==> config.mk <==
export PLATFORM = sky130hd
export DESIGN_NAME = cv_bus_master_flat
export DESIGN_NICKNAME = d
export VERILOG_FILES = /design/src/rtl/cv_bus_master_if.sv /design/src/rtl/cv_bus_master.sv /design/src/flat_wrapper.sv
export SDC_FILE = /design/constraint.sdc
export NUM_CORES = 1
export LEC_CHECK = 0
export CELL_PAD_IN_SITES_DETAIL_PLACEMENT = 1
export CELL_PAD_IN_SITES_GLOBAL_PLACEMENT = 1
export CORE_ASPECT_RATIO = 1.25
export CORE_MARGIN = 2
export CORE_UTILIZATION = 33
export CTS_CLUSTER_SIZE = 10
export DETAILED_ROUTE_END_ITERATION = 8
export GPL_TIMING_DRIVEN = 0
export PLACE_DENSITY_LB_ADDON = 0.05
export SLEW_MARGIN = 40
export SYNTH_ARGS = -nofsm -noshare
export SYNTH_HDL_FRONTEND = slang
export SYNTH_SLANG_ARGS = --single-unit
==> constraint.sdc <==
create_clock -name clk_i -period 5.99 [get_ports clk_i]
set_clock_uncertainty 0.15 [all_clocks]
set_input_delay 0.8985 -clock clk_i [delete_from_list [all_inputs] [get_ports clk_i]]
set_output_delay 0.8985 -clock clk_i [all_outputs]
set_load 0.02 [all_outputs]
==> src/rtl/cv_bus_master_if.sv <==
// cv_bus_master_if
//   Z80-style bus seen by the ColecoVision/Adam bus initiator.
//   Signal names are written from the initiator's point of view (_o driven
//   by the initiator, _i driven by the CPU/decoder side).
//
//   busrq_n_o  bus request to the CPU
//   busak_n_i  bus acknowledge from the CPU
//   a_o        address bus
//   d_o        write data, driven onto the bus while d_oe_o = 1
//   d_oe_o     data bus drive enable
//   d_i        read data from the bus
//   mreq_n_o, iorq_n_o, rd_n_o, wr_n_o, rfsh_n_o  bus strobes
//   wait_n_i   wait request from the addressed device
//
//   Modports: master (the initiator), slave (CPU / decoder / memory side).
interface cv_bus_master_if;
  logic        busrq_n_o;
  logic        busak_n_i;
  logic [15:0] a_o;
  logic [7:0]  d_o;
  logic        d_oe_o;
  logic [7:0]  d_i;
  logic        mreq_n_o;
  logic        iorq_n_o;
  logic        rd_n_o;
  logic        wr_n_o;
  logic        rfsh_n_o;
  logic        wait_n_i;

  modport master (
    output busrq_n_o, a_o, d_o, d_oe_o, mreq_n_o, iorq_n_o, rd_n_o, wr_n_o, rfsh_n_o,
    input  busak_n_i, d_i, wait_n_i
  );

  modport slave (
    input  busrq_n_o, a_o, d_o, d_oe_o, mreq_n_o, iorq_n_o, rd_n_o, wr_n_o, rfsh_n_o,
    output busak_n_i, d_i, wait_n_i
  );
endinterface

==> src/rtl/cv_bus_master.sv <==
// cv_bus_master
//   Z80-compatible bus initiator. Executes single-byte memory or I/O commands
//   from an internal agent as T-state-accurate Z80 bus cycles, acquiring the
//   bus from the CPU with BUSRQ/BUSAK and returning it when no command waits.
//
//   Parameters:
//     T_DIV  clocks per T-state (1..15)
//     IO_TW  automatic wait states in every I/O cycle (0..3)
//
//   Build option:
//     CV_BUS_MASTER_WAIT_EN  when defined, wait_n_i = 0 sampled on the last
//                            clock of T2 or of a TW inserts another TW. When
//                            undefined, wait_n_i is ignored.
//
//   Ports:
//     clk_i        system clock
//     reset_i      synchronous reset, active-high
//     req_i        command request
//     we_i         1 = write, 0 = read
//     io_i         1 = I/O cycle, 0 = memory cycle
//     addr_i       command address
//     wdata_i      write data
//     ack_o        one-clock completion pulse
//     rdata_o      read data, valid with ack_o, held until the next read
//     busy_o       high from command acceptance until ack_o
//     bus          Z80 bus (cv_bus_master_if.master)
//     dbg_state_o  current FSM state (IDLE=0 BREQ=1 T1=2 T2=3 TW=4 T3=5)
//
//   Command handshake: the agent raises req_i with we_i/io_i/addr_i/wdata_i
//   stable and keeps it high until it sees ack_o. The command is latched when
//   the bus is granted (busy_o rises); after that it always completes, even if
//   req_i drops. In the clock where ack_o is high the agent either drops req_i
//   (bus is released) or presents the next command with req_i still high (it
//   is latched at the end of that clock and starts in T1 without a new BUSRQ).
module cv_bus_master #(
  parameter int unsigned T_DIV = 2,
  parameter int unsigned IO_TW = 1
) (
  input  logic              clk_i,
  input  logic              reset_i,
  input  logic              req_i,
  input  logic              we_i,
  input  logic              io_i,
  input  logic [15:0]       addr_i,
  input  logic [7:0]        wdata_i,
  output logic              ack_o,
  output logic [7:0]        rdata_o,
  output logic              busy_o,
  cv_bus_master_if.master   bus,
  output logic [2:0]        dbg_state_o
);

  typedef enum logic [2:0] {
    S_IDLE = 3'd0,
    S_BREQ = 3'd1,
    S_T1   = 3'd2,
    S_T2   = 3'd3,
    S_TW   = 3'd4,
    S_T3   = 3'd5
  } state_t;

  localparam logic [3:0] T_LAST  = 4'(T_DIV - 1);
  localparam logic [1:0] IO_TW_L = 2'(IO_TW);

  state_t      state;
  logic [3:0]  tcnt;     // clock within the current T-state
  logic [1:0]  wcnt;     // automatic I/O waits used so far (saturating)
  logic        cmd_we;
  logic        cmd_io;
  logic        t_last;
  logic        auto_wait;
  logic        ext_wait;
  logic        start_cmd;

`ifdef CV_BUS_MASTER_WAIT_EN
  assign ext_wait = ~bus.wait_n_i;
`else
  logic unused_wait_n;
  assign unused_wait_n = bus.wait_n_i;
  assign ext_wait      = 1'b0;
`endif

  assign t_last      = (tcnt == T_LAST);
  assign auto_wait   = cmd_io && (wcnt < IO_TW_L);
  assign bus.rfsh_n_o = 1'b1;
  assign dbg_state_o = state;

  // T3 with ack_o high is the turnaround clock: strobes are already released
  // and a still-asserted request is taken straight into T1.
  always_comb begin
    start_cmd = 1'b0;
    if ((state == S_BREQ) && !bus.busak_n_i)
      start_cmd = 1'b1;
    else if ((state == S_T3) && ack_o && req_i)
      start_cmd = 1'b1;
  end

  always_ff @(posedge clk_i) begin
    if (reset_i) begin
      state        <= S_IDLE;
      tcnt         <= 4'd0;
      wcnt         <= 2'd0;
      cmd_we       <= 1'b0;
      cmd_io       <= 1'b0;
      ack_o        <= 1'b0;
      rdata_o      <= 8'h00;
      busy_o       <= 1'b0;
      bus.busrq_n_o <= 1'b1;
      bus.a_o      <= 16'h0000;
      bus.d_o      <= 8'h00;
      bus.d_oe_o   <= 1'b0;
      bus.mreq_n_o <= 1'b1;
      bus.iorq_n_o <= 1'b1;
      bus.rd_n_o   <= 1'b1;
      bus.wr_n_o   <= 1'b1;
    end else begin
      ack_o <= 1'b0;
      case (state)
        S_IDLE: begin
          if (req_i) begin
            state         <= S_BREQ;
            bus.busrq_n_o <= 1'b0;
          end
        end
        S_BREQ: begin
          // grant is handled by start_cmd below
        end
        S_T1: begin
          if (t_last) begin
            state        <= S_T2;
            tcnt         <= 4'd0;
            bus.mreq_n_o <= cmd_io;
            bus.iorq_n_o <= ~cmd_io;
            bus.rd_n_o   <= cmd_we;
            bus.wr_n_o   <= ~cmd_we;
          end else begin
            tcnt <= tcnt + 4'd1;
          end
        end
        S_T2, S_TW: begin
          if (t_last) begin
            tcnt <= 4'd0;
            // Automatic I/O waits are consumed first; an external wait
            // request only adds states beyond them.
            if (auto_wait) begin
              state <= S_TW;
              if (wcnt != 2'd3)
                wcnt <= wcnt + 2'd1;
            end else if (ext_wait) begin
              state <= S_TW;
            end else begin
              state <= S_T3;
            end
          end else begin
            tcnt <= tcnt + 4'd1;
          end
        end
        S_T3: begin
          if (ack_o) begin
            if (!req_i) begin
              state         <= S_IDLE;
              bus.busrq_n_o <= 1'b1;
            end
          end else if (t_last) begin
            ack_o        <= 1'b1;
            busy_o       <= 1'b0;
            tcnt         <= 4'd0;
            if (!cmd_we)
              rdata_o <= bus.d_i;
            bus.d_oe_o   <= 1'b0;
            bus.mreq_n_o <= 1'b1;
            bus.iorq_n_o <= 1'b1;
            bus.rd_n_o   <= 1'b1;
            bus.wr_n_o   <= 1'b1;
          end else begin
            tcnt <= tcnt + 4'd1;
          end
        end
        default: begin
          state <= S_IDLE;
        end
      endcase

      if (start_cmd) begin
        state      <= S_T1;
        tcnt       <= 4'd0;
        wcnt       <= 2'd0;
        cmd_we     <= we_i;
        cmd_io     <= io_i;
        bus.a_o    <= addr_i;
        bus.d_o    <= wdata_i;
        bus.d_oe_o <= we_i;
        busy_o     <= 1'b1;
      end
    end
  end

endmodule

==> src/flat_wrapper.sv <==
// flat-port wrapper written by rule: the top's interface ports become plain ports
module cv_bus_master_flat 
#(
  parameter int unsigned T_DIV = 2,
  parameter int unsigned IO_TW = 1
)
  (clk_i, reset_i, req_i, we_i, io_i, addr_i, wdata_i, ack_o, rdata_o, busy_o, dbg_state_o, bus_busrq_n_o, bus_a_o, bus_d_o, bus_d_oe_o, bus_mreq_n_o, bus_iorq_n_o, bus_rd_n_o, bus_wr_n_o, bus_rfsh_n_o, bus_busak_n_i, bus_d_i, bus_wait_n_i);
  cv_bus_master_if bus_i ();
  input  logic clk_i;
  input  logic reset_i;
  input  logic req_i;
  input  logic we_i;
  input  logic io_i;
  input  logic [15:0] addr_i;
  input  logic [7:0] wdata_i;
  output logic ack_o;
  output logic [7:0] rdata_o;
  output logic busy_o;
  output logic [2:0] dbg_state_o;
  output wire logic [$bits(bus_i.busrq_n_o)-1:0] bus_busrq_n_o;
  output wire logic [$bits(bus_i.a_o)-1:0] bus_a_o;
  output wire logic [$bits(bus_i.d_o)-1:0] bus_d_o;
  output wire logic [$bits(bus_i.d_oe_o)-1:0] bus_d_oe_o;
  output wire logic [$bits(bus_i.mreq_n_o)-1:0] bus_mreq_n_o;
  output wire logic [$bits(bus_i.iorq_n_o)-1:0] bus_iorq_n_o;
  output wire logic [$bits(bus_i.rd_n_o)-1:0] bus_rd_n_o;
  output wire logic [$bits(bus_i.wr_n_o)-1:0] bus_wr_n_o;
  output wire logic [$bits(bus_i.rfsh_n_o)-1:0] bus_rfsh_n_o;
  input wire logic [$bits(bus_i.busak_n_i)-1:0] bus_busak_n_i;
  input wire logic [$bits(bus_i.d_i)-1:0] bus_d_i;
  input wire logic [$bits(bus_i.wait_n_i)-1:0] bus_wait_n_i;
  assign bus_busrq_n_o = bus_i.busrq_n_o;
  assign bus_a_o = bus_i.a_o;
  assign bus_d_o = bus_i.d_o;
  assign bus_d_oe_o = bus_i.d_oe_o;
  assign bus_mreq_n_o = bus_i.mreq_n_o;
  assign bus_iorq_n_o = bus_i.iorq_n_o;
  assign bus_rd_n_o = bus_i.rd_n_o;
  assign bus_wr_n_o = bus_i.wr_n_o;
  assign bus_rfsh_n_o = bus_i.rfsh_n_o;
  assign bus_i.busak_n_i = bus_busak_n_i;
  assign bus_i.d_i = bus_d_i;
  assign bus_i.wait_n_i = bus_wait_n_i;
  cv_bus_master #(.T_DIV(T_DIV), .IO_TW(IO_TW)) u_core (.clk_i(clk_i), .reset_i(reset_i), .req_i(req_i), .we_i(we_i), .io_i(io_i), .addr_i(addr_i), .wdata_i(wdata_i), .ack_o(ack_o), .rdata_o(rdata_o), .busy_o(busy_o), .bus(bus_i), .dbg_state_o(dbg_state_o));
endmodule
==> results.txt, run 1 <==
Row generation in the floorplan step produced 32 rows. The initial standard-cell utilization of the core came out at about a third. The largest single stage delay on the critical path is ~0.55 ns. The net load switching power is 208 uW. The number of synthesized flops with an enable pin is 0.

0 antenna diodes ended up in the layout. The run finished with clean final reports. The detail-routed net length per standard cell came out at between 10 and 15 um. The die span in y came out at approximately 93 um. The netlist area before placement came out at between 0.002 and 0.0025 sq mm. After detailed placement, the total cell area comes to between 0.002 and 0.003 sq mm. The gate family responsible for the most delay along the worst path is buffers and inverters. The final hold violation count is 0. In this run the power density over the cells is between 200 and 250 mW/mm^2. The first global-routing pass estimated between 9000 and 10,000 um of wire. The pin count of the biggest net entering global routing is 15.

The worst setup path is launched from an input port. The slowest stage of the critical path is the sky130_fd_sc_hd__clkdlybuf4s50_1 cell. At the end of routability-driven placement, the weighted congestion stood at a little under 0.8. The area of all placed cells without fillers is between 0.003 and 0.004 sq mm. Clock-pin slew was measured on the worst setup and hold paths at 0.09 ns.

The final setup violation count came out at 0. The area of the die came out at approximately 0.007 sq mm. The cell that appears most often on the critical path is sky130_fd_sc_hd__clkbuf_1. Global routing finished with a remaining overflow of 0. The critical path in this run is classified as in -> reg. The count of buffers inserted at the top-level ports is between 70 and 80. Across all setup checks in the final design, the least slack found is 3.26 ns.

The clock network fraction of design power is about 29%. The clock tree from TritonCTS is yes. The count of TritonRoute iterations in the first routing pass came out at 4.

The number of setup buffers added after CTS came out at 0. The depth of the worst register-to-register path came out at 7. The part of the power in combinational logic is 21.5%. Detailed placement ended at an HPWL of 4260 um. The number of max-capacitance violations reported is 0. The number of instances in the synthesized netlist is approximately 250. The cell type with the largest total area after synthesis is sky130_fd_sc_hd__dfxtp_1. The data arrival time of the critical path is 2.80 ns. The number of pins with negative max-slew slack in the final report came out at 0. The reported leakage power came out at 1.04 nW. The x dimension of the die is roughly 75 um. The via count of the routed design came out at approximately 2,000. The total negative slack came out at 0 ns. Sorting the synthesized cells by area gives the leading types as sky130_fd_sc_hd__dfxtp_1 (49%), sky130_fd_sc_hd__nand2_1 (10%), sky130_fd_sc_hd__a21oi_1 (8.6%), sky130_fd_sc_hd__mux2i_1 (4.3%), sky130_fd_sc_hd__nor2_1 (3.4%). The quantity of hold-fixing buffers added after cts came out at 0. The number of design-rule violations left by the first detailed-router iteration is 51. The final layout net count is ~380. Counting instances, the worst hold path has a depth of 2.

The insertion delay of the later-clocked pin in the worst-skew pair came out at about 0.30 ns. The overall track demand over capacity in global routing came out at roughly 17%. The fraction of registers with async set or reset after synthesis is 0%.

Based on the critical path, the design can be clocked at up to around 0.37 GHz. The clock period minus final worst setup slack came out at between 2 and 3 ns. The CTS buffer count is 5. Counting flops and latches in the post-synthesis netlist gives 51. The part of the power in registers came out at ~50%. The switching part of the total is between 20 and 30%. The number of buffers and inverters on the critical path is 3. The required time at the worst-slack endpoint came out at just over 6 ns.

The maximum root-to-sink buffer count came out at 2. Timing analysis after detailed placement gives a worst setup slack of 2.91 ns. The fraction of layout instances using a drive strength above 1 is approximately 5%. The clock tree root buffer cell is sky130_fd_sc_hd__clkbuf_8. The library cell used most frequently in the layout, excluding fill and tap cells, is sky130_fd_sc_hd__clkdlybuf4s50_1. The synthesized area per cell is between 8 and 9 sq um. The top cell types in the final layout, fill and taps aside, are sky130_fd_sc_hd__clkdlybuf4s50_1 (79), sky130_fd_sc_hd__nand2_1 (57), sky130_fd_sc_hd__dfxtp_1 (51). In this run the number of cells on the critical path is 7.

The area growth from synthesis to layout came out at 47.7%. STA classifies the critical path endpoint as a flip-flop. The count of pins on the block boundary is 83. Setup repair after global routing left no endpoint under its margin. After clock tree synthesis, the repair step resized 0 gates. The internal portion of the total power is around 540 uW. Across all hold checks on the routed design, the worst slack comes to 0.307 ns. The share of Yosys cell area claimed by the top area cell type came out at around half. The total nets after synthesis is a little under 300.

The via count of the first global-routing pass came out at 1,998. The relative max-transition margin is slightly above 60%. The initial antenna violation count came to 0.

The min-delay analysis places its worst path in the category reg -> reg. The detail-routed via count per cell came out at about 4.8. The signal on the critical path passes through clkdlybuf4s50_1 > and3_1 > o21a_1 > clkbuf_1 > clkbuf_1 > nand2_1 > a21oi_1.

The worst IR drop on VDD came out at roughly 140 uV. After floorplanning, the core was sized to cover 0.00617 sq mm. The number of warning messages in the yosys log came out at 0. The number of distinct library cells after synthesis came out at 42.

For the pin with the worst max-slew slack, the measured transition is around 0.56 ns. The post-detailed-route DRC marker count came out at 0. The number of H-tree levels came out at 2. In this run the worst path has a maximum fanout of 10. Clock tree synthesis found a total of slightly above 50 sinks. The portion of the clock cycle consumed by the worst path in the final layout is a little under half. After detailed routing, the total wire length is around 5700 um. The number of nets still failing antenna checks after routing came out at 0. In the synthesized netlist the dominant register cell turns out to be sky130_fd_sc_hd__dfxtp_1. The proportion of synthesized chip area in sequential cells is between 40% and 50%.
## synthesized netlist by cell type (2+ instances only)
| master | count |
|---|---|
| sky130_fd_sc_hd__nand2_1 | 57 |
| sky130_fd_sc_hd__dfxtp_1 | 51 |
| sky130_fd_sc_hd__a21oi_1 | 36 |
| sky130_fd_sc_hd__nor2_1 | 19 |
| sky130_fd_sc_hd__clkbuf_1 | 12 |
| sky130_fd_sc_hd__mux2i_1 | 9 |
| sky130_fd_sc_hd__inv_1 | 7 |
| sky130_fd_sc_hd__nand2b_1 | 5 |
| sky130_fd_sc_hd__nand3_1 | 4 |
| sky130_fd_sc_hd__nor2b_1 | 4 |
| sky130_fd_sc_hd__o21ai_0 | 4 |
| sky130_fd_sc_hd__a31oi_1 | 2 |
| sky130_fd_sc_hd__buf_1 | 2 |
| sky130_fd_sc_hd__ha_1 | 2 |
| sky130_fd_sc_hd__nand3b_1 | 2 |
| sky130_fd_sc_hd__o22ai_1 | 2 |
| sky130_fd_sc_hd__o2bb2ai_1 | 2 |
| sky130_fd_sc_hd__or3b_2 | 2 |
| sky130_fd_sc_hd__or4_1 | 2 |
| sky130_fd_sc_hd__xnor2_1 | 2 |
## routing by layer
metal	up-vias	part of all wire (%)	track usage, %
li1	1006	-	-
met1	950	41	19.8
met2	43	53	29.8
met3	2	5.1	4.85
met4	0	0.44	3.51
met5	-	0	0
## power by group through the flow
stage	clock network, mW	logic, mW	registers, mW
6_report	0.216	0.160	0.369
5_1_grt	0.236	0.177	0.372
4_1_cts	0.225	0.163	0.370
3_5_place_dp	0	0.162	0.377
3_3_place_gp	0	0.160	0.377
2_1_floorplan	0	0.0657	0.395
## stage by stage
stage          std cells  total power, mW  utilization [%]
2_1_floorplan        248            0.461                -
3_3_place_gp         412            0.537             48.5
3_5_place_dp         412            0.539             48.5
4_1_cts              420            0.757             50.1
5_1_grt              420            0.785             50.1
6_report             420            0.746             50.1
## tightest hold or removal path: stages, from the launching register on
cell and delay (ns):
sky130_fd_sc_hd__dfxtp_1 0.32, sky130_fd_sc_hd__nand2_1 0.05, sky130_fd_sc_hd__a21oi_1 0.05
## worst paths after layout
path | endpoint | slack (ns) | start
worst max-delay path | u_core.bus.a_o[4] | 3.26 | req_i
worst min-delay path | u_core.bus.d_o[3] | 0.31 | u_core.bus.d_o[3]
worst max register to register | u_core.bus.a_o[4] | 3.81 | u_core.dbg_state_o[1]
worst min register to register | u_core.bus.d_o[3] | 0.31 | u_core.bus.d_o[3]
## flip-flops by register name (all words and copies together), names as in the netlist, 2 cells and up
| register | count |
|---|---|
| u_core.rdata_o | 8 |
| u_core.bus.d_o | 8 |
| u_core.tcnt | 4 |
| u_core.bus.a_o | 16 |
| u_core.wcnt | 2 |
| u_core.dbg_state_o | 3 |
## cell type report
type | instances | area (sq um)
Tap cell | 85 | 106
Fill cell | 768 | 3080
Timing Repair Buffer | 79 | 791
Sequential cell | 51 | 1020
Buffer | 17 | 76.3
Clock buffer | 8 | 100
Inverter | 7 | 26.3
Multi-Input combinational cell | 173 | 968
## cells by family (layout without fill, tap and decap cells)
group                    count (synthesis)  in the layout  share of synthesized area, %
other                                    1              1                         0.179
multiplexers                             9              9                          4.31
AND/OR/NAND/NOR                        105            105                          24.1
AO/OA/AOI/OAI                           54             54                          15.7
adder cells (fa/ha/maj)                  2              2                          1.20
buffers and inverters                   24            111                          4.90
XOR/XNOR                                 2              2                         0.837
flip-flops                              51             51                          48.8
Note: power is estimated with default switching activity, not from simulation.
==> inputs of run 2 (changes only) <==
- CORE_UTILIZATION: 33 -> 31
- clock period: 5.99 -> 2.68 ns (I/O delays scaled with it)
==> results.txt, run 2 (synthesized netlist as in run 1, its figures left out) <==
The flow ran to the end, and the final reports show no timing, DRC or antenna violations. The clock tree root buffer cell is sky130_fd_sc_hd__clkbuf_8. The number of setup buffers added after CTS is 0. The reported leakage power is between 1 and 1.5 nW. Once the floorplan was initialized, standard cells occupied approximately a third of the core.

The area growth from synthesis to layout came out at 47.2%. The cell repeated most along the worst path is sky130_fd_sc_hd__clkbuf_1. IR analysis of the VDD net gives a maximum drop of 272 uV.

The pin count of the biggest net entering global routing is 15. Setup repair after global routing left no endpoint under its margin. The sort of element at the end of the critical path is a flip-flop.

The die is around 96 um tall. The quantity of hold-fixing buffers added after cts came out at 0. The number of antenna diodes in the final layout is 0. Pin placement for this block handled between 80 and 90 I/O pins. The final hold violation count is 0. Across the run, the number of max-cap violations was 0. For hold timing, the worst endpoint is u_core.bus.a_o[11].

The commonest non-fill, non-tap cell in the layout is sky130_fd_sc_hd__clkdlybuf4s50_1. Once the clock tree was built, the resizer swapped 0 gates to a different size. The area of the die is around 0.0074 sq mm. The overall overflow remaining after global route is 0. At the later pin of the worst-skew pair, clock insertion delay measures 0.30 ns. The number of pins with negative max-slew slack in the final report is 0. The final worst slack came out at between 0.4 and 0.5 ns. Routability-driven placement finished with a final weighted congestion of between 0.7 and 0.8. The worst-case hold slack came out at 0.310 ns. The top cell types in the final layout, fill and taps aside, are sky130_fd_sc_hd__clkdlybuf4s50_1 (79), sky130_fd_sc_hd__nand2_1 (57), sky130_fd_sc_hd__dfxtp_1 (51). The number of design-rule violations left by the first detailed-router iteration is 42. More flip-flops sit in one register than any other, and that register is u_core.bus.a_o. The slowest stage of the critical path belongs to the cell sky130_fd_sc_hd__clkdlybuf4s50_1. The worst hold path was traced through 2 stages. In this run the worst setup path begins at req_i. The number of nets still failing antenna checks after routing is 0. The required time at the worst-slack endpoint is approximately 2.8 ns. The maximum root-to-sink buffer count came out at 2. The endpoint identified for the worst register-to-register timing path is u_core.bus.a_o[1]. The via count of the first global-routing pass came out at between 2,000 and 2,500.

Broken down by cell family, the worst path's largest delay share belongs to buffers and inverters. The count of buffers inserted at the top-level ports came out at 79. STA classifies the critical path startpoint as an input port. The largest stage delay on the critical path is between 0.5 and 0.6 ns. The estimated wirelength of the detail-placed design is 4450 um. The total wire length after detailed routing came out at just under 6000 um.

The maximum fanout encountered on the critical timing path is 10. The number of sinks driven by the clock tree is 51. The area of the core is approximately 0.0066 sq mm. In this run the most critical hold path is launched from u_core.bus.a_o[11]. Cells with a size suffix above 1 make up between 5 and 6% of the layout.

The H-tree generated during clock tree synthesis spans 2 levels. Global routing used between 10% and 20% of the available tracks across all layers. The area taken by flip-flops and latches came out at a little over 0.001 sq mm. For this run, the number of standard cells in the final layout without fillers is 421. The initial antenna violation count came out at 0. The detail-routed net length per standard cell came out at about 14 um. The final layout net count is around 380.

Traced cell by cell, the critical path runs through clkdlybuf4s50_1 > and3_1 > o21a_1 > clkbuf_1 > clkbuf_1 > nand2_1 > a21oi_1. The detail-routed via count per cell is approximately 4.7. The floorplan step set the die width to around 77 um. The first-pass GRT wire length came out at 9810 um. The largest registers in the layout are u_core.bus.a_o (16), u_core.bus.d_o (8), u_core.rdata_o (8). Timing would allow up to ~0.45 GHz. TritonCTS built the clock tree. The final core utilization came out at roughly 47%. The post-detailed-route DRC marker count is 0.

The transition time of the tightest slew-check pin is about 0.55 ns. The relative max-transition margin is 63.4%. The cell count after placement is approximately 410. The clock period could shrink to approximately 2.2 ns. The flip-flop count of the largest register after layout is 16. The critical path is of the in -> reg type. The depth of the worst register-to-register path is 7. The total number of placement rows came out at 33. The origin of the critical flop-to-flop path is u_core.dbg_state_o[1]. Counting the buffers created by CTS gives 5. The portion of the clock cycle consumed by the worst path in the final layout is between 80% and 90%. The power density over the cells came out at roughly 530 mW/mm^2. Summed over all failing endpoints, the final setup total negative slack is 0 ns.

The number of buffer and inverter instances along the worst setup path came out at 3. The via count of the routed design came out at between 1,500 and 2,000. The register-to-register path setup slack is approximately 0.48 ns.

The pre-antenna-repair detailed-routing pass consisted of 3 iterations. The clock edge transition at the registers on the reported setup and hold paths is roughly 0.090 ns. In the final layout, the multi-input gates occupy slightly below 0.001 sq mm. Setup violations remaining at the end of the flow were counted as 0. The layout has slightly below 800 filler cells.

The path class of the tightest hold or removal check is reg -> reg. The data arrival time of the critical path came out at ~2.3 ns. The worst setup slack after placement came out at 0.0957 ns.
==> run 2: worst max path at each step <==
stage                        end  slack [ns]  cells after the start
6_report       u_core.bus.a_o[1]        0.45                      7
5_1_grt            u_core.cmd_io        0.14                      7
4_1_cts        u_core.bus.a_o[0]        0.40                      7
3_5_place_dp   u_core.bus.a_o[0]         0.1                      7
3_3_place_gp   u_core.bus.a_o[0]        0.15                      7
2_1_floorplan  u_core.rdata_o[0]        0.74                      4
==> run 2: where the power goes <==
part / leakage, nW / internal [mW] / switching [mW]
sequential: 0.414 / 0.798 / 0.0263
combinational: 0.570 / 0.166 / 0.194
clock: 0.0470 / 0.203 / 0.245
total: 1.03 / 1.17 / 0.466
==> run 2: layer usage <==
layer,track usage (%),vias up,wire [um]
met4,6.70,0,91
met5,0,-,0
met3,5.25,7,349
met1,19.2,928,2460
met2,29.3,43,2990
li1,-,998,-
==> run 2: worst min-delay path, cell delays in order, from the launching register on <==
cell and delay (ns):
sky130_fd_sc_hd__dfxtp_1 0.32, sky130_fd_sc_hd__nand2_1 0.05, sky130_fd_sc_hd__a21oi_1 0.05
==> run 2: area by class of cell <==
class | count | area share, %
Tap cell | 87 | 3.54
Multi-Input combinational cell | 173 | 31.5
Inverter | 7 | 0.853
Sequential cell | 51 | 33.2
Clock inverter | 1 | 0.163
Clock buffer | 6 | 2.68
Timing Repair Buffer | 79 | 25.7
Buffer | 17 | 2.48
==> run 2: per-stage QoR <==
stage	power, mW	instance area, sq um
after floorplan	1.03	2090
after global placement	1.20	2990
after detailed placement	1.21	2990
after CTS	1.66	3080
after global routing	1.74	3080
final	1.63	3080
